==> config.mk <==
export PLATFORM = sky130hd
export DESIGN_NAME = fetch_ctrl
export DESIGN_NICKNAME = d
export VERILOG_FILES = /design/src/rtl/fetch_ctrl.sv
export SDC_FILE = /design/constraint.sdc
export NUM_CORES = 1
export LEC_CHECK = 0
export ABC_AREA = 0
export CAP_MARGIN = 10
export CELL_PAD_IN_SITES_DETAIL_PLACEMENT = 0
export CELL_PAD_IN_SITES_GLOBAL_PLACEMENT = 1
export CORE_UTILIZATION = 43
export DETAILED_ROUTE_END_ITERATION = 10
export GPL_TIMING_DRIVEN = 0
export PLACE_DENSITY_LB_ADDON = 0.1
export SLEW_MARGIN = 15
export SYNTH_ARGS = -nofsm -noshare
export SYNTH_HDL_FRONTEND = slang
export SYNTH_SLANG_ARGS = --single-unit
==> constraint.sdc <==
create_clock -name clk -period 5.6 [get_ports clk]
set_clock_uncertainty 0.05 [all_clocks]
set_input_delay 1.12 -clock clk [delete_from_list [all_inputs] [get_ports clk]]
set_output_delay 1.12 -clock clk [all_outputs]
set_load 0.01 [all_outputs]
==> src/rtl/fetch_ctrl.sv <==
// Instruction-fetch sequencer: owns the PC, issues one imem request at a time,
// applies BTB predictions and redirects, and presents a stallable fetch packet.
module fetch_ctrl #(
    parameter int unsigned           DATA_WIDTH          = 32,
    parameter int unsigned           INSTR_WIDTH         = 32,
    parameter logic [DATA_WIDTH-1:0] RESET_PC            = '0,
    parameter int unsigned           BRANCH_STALL_CYCLES = 2
) (
    input  logic                   clk,
    input  logic                   rst_n,
    input  logic                   stall,
    input  logic                   redirect,
    input  logic [DATA_WIDTH-1:0]  redirect_pc,
    input  logic                   btb_hit,
    input  logic [DATA_WIDTH-1:0]  btb_trgt,
    output logic                   imem_req,
    output logic [DATA_WIDTH-1:0]  imem_addr,
    input  logic                   imem_gnt,
    input  logic                   imem_rvalid,
    input  logic [INSTR_WIDTH-1:0] imem_rdata,
    output logic                   if_valid,
    output logic [DATA_WIDTH-1:0]  if_pc,
    output logic [INSTR_WIDTH-1:0] if_instr,
    output logic                   if_pred_taken
);

    localparam logic [1:0] S_IDLE  = 2'd0;
    localparam logic [1:0] S_FETCH = 2'd1;
    localparam logic [1:0] S_DRAIN = 2'd2;

    localparam int unsigned      CNT_W    = (BRANCH_STALL_CYCLES > 1) ? $clog2(BRANCH_STALL_CYCLES) : 1;
    localparam logic [CNT_W-1:0] CNT_LAST = CNT_W'(BRANCH_STALL_CYCLES - 1);

    logic [1:0]             state_q, state_d;
    logic [CNT_W-1:0]       cnt_q, cnt_d;
    logic [DATA_WIDTH-1:0]  pc_q, pc_d;
    logic                   outst_q, outst_d;
    logic                   discard_q, discard_d;
    logic [DATA_WIDTH-1:0]  tag_pc_q, tag_pc_d;
    logic                   tag_hit_q, tag_hit_d;

    logic                   out_valid_q, out_valid_d;
    logic [DATA_WIDTH-1:0]  out_pc_q, out_pc_d;
    logic [INSTR_WIDTH-1:0] out_instr_q, out_instr_d;
    logic                   out_pred_q, out_pred_d;

    logic                   skid_valid_q, skid_valid_d;
    logic [DATA_WIDTH-1:0]  skid_pc_q, skid_pc_d;
    logic [INSTR_WIDTH-1:0] skid_instr_q, skid_instr_d;
    logic                   skid_pred_q, skid_pred_d;

    logic req;
    logic handshake;
    logic rsp_ok;
    logic out_free;

    // A new request is held off whenever its response might find no room.
    assign req       = (state_q == S_FETCH) & ~redirect & ~skid_valid_q
                       & ~(stall & out_valid_q & outst_q);
    assign handshake = req & imem_gnt;
    assign rsp_ok    = imem_rvalid & outst_q & ~discard_q & ~redirect;
    assign out_free  = ~out_valid_q | ~stall;

    assign imem_req      = req;
    assign imem_addr     = pc_q;
    assign if_valid      = out_valid_q;
    assign if_pc         = out_pc_q;
    assign if_instr      = out_instr_q;
    assign if_pred_taken = out_pred_q;

    // NOTE: every variable gets a default at the top of always_comb so no path can infer a latch.
    always_comb begin
        state_d = state_q;
        cnt_d   = cnt_q;
        case (state_q)
            S_IDLE:  state_d = S_FETCH;
            S_FETCH: state_d = S_FETCH;
            S_DRAIN: begin
                if (cnt_q == CNT_LAST) state_d = S_FETCH;
                else                   cnt_d   = cnt_q + CNT_W'(1);
            end
            default: state_d = S_IDLE;
        endcase
        if (redirect) begin
            state_d = S_DRAIN;
            cnt_d   = '0;
        end
    end

    always_comb begin
        pc_d      = pc_q;
        outst_d   = outst_q;
        discard_d = discard_q;
        tag_pc_d  = tag_pc_q;
        tag_hit_d = tag_hit_q;
        if (imem_rvalid && outst_q) begin
            outst_d   = 1'b0;
            discard_d = 1'b0;
        end
        if (redirect) begin
            pc_d      = redirect_pc;
            discard_d = outst_d;
        end else if (handshake) begin
            pc_d      = btb_hit ? btb_trgt : pc_q + DATA_WIDTH'(4);
            outst_d   = 1'b1;
            discard_d = 1'b0;
            tag_pc_d  = pc_q;
            tag_hit_d = btb_hit;
        end
    end

    always_comb begin
        out_valid_d  = out_valid_q;
        out_pc_d     = out_pc_q;
        out_instr_d  = out_instr_q;
        out_pred_d   = out_pred_q;
        skid_valid_d = skid_valid_q;
        skid_pc_d    = skid_pc_q;
        skid_instr_d = skid_instr_q;
        skid_pred_d  = skid_pred_q;
        if (redirect) begin
            out_valid_d  = 1'b0;
            skid_valid_d = 1'b0;
        end else if (out_free) begin
            if (skid_valid_q) begin
                out_valid_d  = 1'b1;
                out_pc_d     = skid_pc_q;
                out_instr_d  = skid_instr_q;
                out_pred_d   = skid_pred_q;
                skid_valid_d = rsp_ok;
                if (rsp_ok) begin
                    skid_pc_d    = tag_pc_q;
                    skid_instr_d = imem_rdata;
                    skid_pred_d  = tag_hit_q;
                end
            end else if (rsp_ok) begin
                out_valid_d = 1'b1;
                out_pc_d    = tag_pc_q;
                out_instr_d = imem_rdata;
                out_pred_d  = tag_hit_q;
            end else begin
                out_valid_d = 1'b0;
            end
        end else if (rsp_ok) begin
            skid_valid_d = 1'b1;
            skid_pc_d    = tag_pc_q;
            skid_instr_d = imem_rdata;
            skid_pred_d  = tag_hit_q;
        end
    end

    // NOTE: state flops use non-blocking assignments so all of them update together at the edge.
    always_ff @(posedge clk or negedge rst_n) begin
        if (!rst_n) begin
            state_q      <= S_IDLE;
            cnt_q        <= '0;
            pc_q         <= RESET_PC;
            outst_q      <= 1'b0;
            discard_q    <= 1'b0;
            tag_pc_q     <= '0;
            tag_hit_q    <= 1'b0;
            out_valid_q  <= 1'b0;
            out_pc_q     <= '0;
            out_instr_q  <= '0;
            out_pred_q   <= 1'b0;
            skid_valid_q <= 1'b0;
            skid_pc_q    <= '0;
            skid_instr_q <= '0;
            skid_pred_q  <= 1'b0;
        end else begin
            state_q      <= state_d;
            cnt_q        <= cnt_d;
            pc_q         <= pc_d;
            outst_q      <= outst_d;
            discard_q    <= discard_d;
            tag_pc_q     <= tag_pc_d;
            tag_hit_q    <= tag_hit_d;
            out_valid_q  <= out_valid_d;
            out_pc_q     <= out_pc_d;
            out_instr_q  <= out_instr_d;
            out_pred_q   <= out_pred_d;
            skid_valid_q <= skid_valid_d;
            skid_pc_q    <= skid_pc_d;
            skid_instr_q <= skid_instr_d;
            skid_pred_q  <= skid_pred_d;
        end
    end

endmodule

==> reports/results.ini <==
[power_and_ir_drop]
p_leak_nw = 5.439
swShare = 0.2657
ir_worst_vdd_uv = 213.8
netSwitchingPower_mw = 1.157
seq_power_share = 0.442
power_density_nw_per_um2 = 349.0
comb_power_share = 0.207
cell_internal_pwr_mw = 3.197
clock_power_share = 0.351
power_mw = 4.354

[layout]
final_cell_count_no_fill = 1326
final_cell_mix = dfrtp_1, clkdlybuf4s50_1, nand2_1
multi_input_area_sq_um = 3900
diodes = 0
post-route-util = 0.5916
layout-drive-gt1-share = 0.1713
synthToLayoutAreaGrowth_pct = 34.33
nets = 1139
seq_area_sq_um = 5055
final_cell_area_sq_um = 12480
layout_commonest_cell = dfrtp_1
n_fill_cell = 1847

[timing]
fin_ws_ns = 1.477
worstMarginPinSlew_ns = 0.8373
hold_viol = 0
rsz0062_at_grt = no
relSlewSlack = 0.4418
period_minus_slack_ns = 4.123
final-setup-viol-count = 0
post-route-period-util = 0.7362
maxSlewViolCount = 0
fmax_mhz = 242.6

[die]
die_w_microns = 149.0
rows = 53
coreArea_sq_um = 21090
initial_utilization = 0.4404
die_y_microns = 149.0
ioPinCount = 202
die_area_sq_um = 22190

[yosys]
synth-seq-cells = 202
avgSynthCellArea_sq_um = 11.48
yosys_warnings = 0
synth_xor_area_frac = 0.02358
synthArstFlopShare = 1.000
synthAdderAreaFrac = 0.001347
yosysTopAreaCell = dfrtp_1
syn-num-nets = 913
synth_edf_count = 0
ys_seq_area_frac = 0.5443
postSynthCellCount = 809
synth_compound_area_frac = 0.09524
synth_mux_area_frac = 0.1943
ys_top_cells_by_area = dfrtp_1, mux2_2, mux2i_1
netlist_area_sq_um = 9288
synth.distinct_cells = 50
yosys.area_share.simple = 0.1055
synth_top_family_by_area = multiplexers
yosysTopAreaCellShare = 0.5443
ys.flop_type = dfrtp_1

[setup_path]
cp-start-kind = input port
reg2reg_to = if_instr[4]
crit_type = input port to primary output
crit_slowest_cell = buf_1
critical_path.top_delay_family = buffers and inverters
path_cells = clkbuf_8 > clkbuf_1 > buf_1 > nor2_1 > clkdlybuf4s50_1
path_max_fanout = 10
cp.depth = 5
worstSetupStartpoint = redirect
crit_arrival_ns = 2.95
critPathMaxStageDelay_ns = 0.54
worstPathRequired_ns = 4.43
critPathCapture = imem_req
crit_path_end_kind = primary output
r2r_cells = 5
critPathBufInv = 4
reg2reg_from = outst_q
r2r_slack_ns = 3.33

[cts]
cts_resized = 0
tritoncts = done
postCtsSetupRepairBufs = 0
clk_pin_slew_ns = 0.06
cts_sinks = 202
clkLatencyLatePin_ns = 0.50
ctsHoldBuffers = 0
cts-root-buf = clkbuf_16
cts_buffers = 22
cts_max_level = 1
clockBufferDepth = 3

[detailed_routing]
ant_nets = 0
first_pass_iters = 4
drc = 0
wl_per_cell_microns = 18.28
viasPerCell = 5.348
drtIter0Drc = 348
wl_mm = 24.25
routed-via-count = 7091

[job]
drv_cap = 0

[status]
status = finished clean

[placement]
place_area_sq_um = 11690
place_inst = 1286
gp_congestion = 0.8461
dp_slack_ns = 1.442
dp_hpwl_mm = 17.38
portBuffers = 200

[grt]
use_met1 = 0.3117
antenna_found_initial = 0
met3_usage = 0.04128
met2_usage = 0.3586
grt_max_degree = 80
grt_overflow = 0
grt_pass1_vias = 6929
busiest_layer = met2
gr-usage-all-layers = 0.2224
grt_pass1_wl_mm = 38.41

[worst_hold_path]
min_path_type = flip-flop to flip-flop

==> kinds of logic (layout without fill, tap and decap cells) <==
group | count (synthesis) | count (layout)
and+or+nand+nor | 198 | 198
xor gates and xnor gates | 25 | 25
buffers and inverters | 63 | 305
adders and majority gates | 1 | 1
AOI/OAI and AO/OA | 152 | 152
DFF | 202 | 202
muxes | 168 | 168
==> layer usage <==
metal  up-vias  share of wire
met5         -              0
met4         0          0.012
met3        27          0.063
met2       207           0.47
met1      3513           0.46
li1       3344              -
==> synthesized netlist by cell type, types with 3 or more instances <==
library cell	instances
mux2i_1	70
o211ai_1	8
clkbuf_1	21
nor2_1	15
o221ai_1	12
xor2_1	18
buf_4	5
and2_1	3
buf_2	22
mux2_1	5
and3_1	15
nand3_1	17
inv_1	8
nor3_1	8
xnor2_1	7
mux2_2	93
dfrtp_1	202
a21oi_1	23
clkbuf_8	3
nand2_1	107
o21ai_0	89
nand4_1	16
a21o_1	8
==> per-stage QoR <==
stage,hold WS (ns),TNS (ns)
2_1_floorplan,0.3931,0
3_3_place_gp,0.4081,-1098.52
3_5_place_dp,0.4192,0
4_1_cts,0.4270,0
5_1_grt,0.4479,0
6_report,0.4236,0
==> sequential cells by signal, indices dropped and copies added, names as in the netlist <==
name	count
skid_instr_q	32
skid_valid_q	1
tag_pc_q	32
imem_addr	32
state_q	2
skid_pred_q	1
if_instr	32
if_pred_taken	1
if_pc	32
if_valid	1
outst_q	1
cnt_q	1
tag_hit_q	1
skid_pc_q	32
discard_q	1
==> how the worst min path moves through the flow <==
stage	startpoint	end	slack, ns	cells past startpoint
floorplan	state_q[1]	state_q[0]	0.39	1
global placement	state_q[1]	state_q[0]	0.41	1
detailed placement	state_q[1]	state_q[0]	0.42	1
CTS	state_q[1]	state_q[0]	0.43	1
global route	if_instr[12]	if_instr[12]	0.45	2
finish	if_pc[6]	if_pc[6]	0.42	2
==> power groups by stage <==
| stage | clock [mW] | combinational, mW | sequential [mW] |
|---|---|---|---|
| 5_1_grt | 1.62 | 0.991 | 1.96 |
| 3_3_place_gp | 0 | 0.892 | 1.94 |
| 3_5_place_dp | 0 | 0.909 | 1.95 |
| 2_1_floorplan | 0 | 0.328 | 1.98 |
| 4_1_cts | 1.56 | 0.913 | 1.93 |
| 6_report | 1.53 | 0.901 | 1.92 |
==> worst min-delay path, stage by stage, from the launching register on <==
cell	delay (ns)
dfrtp_1	0.34
nand2_1	0.05
o21ai_0	0.06
==> layout make-up <==
class	count	share of cell area
sequential	202	0.4052
multi-input combinational	544	0.3126
timing repair buffer	202	0.1653
clock buffer	32	0.05526
tap	275	0.02758
buffer	55	0.02427
clock inverter	8	0.007422
inverter	8	0.002407
Power figures use the tool's default switching activity.
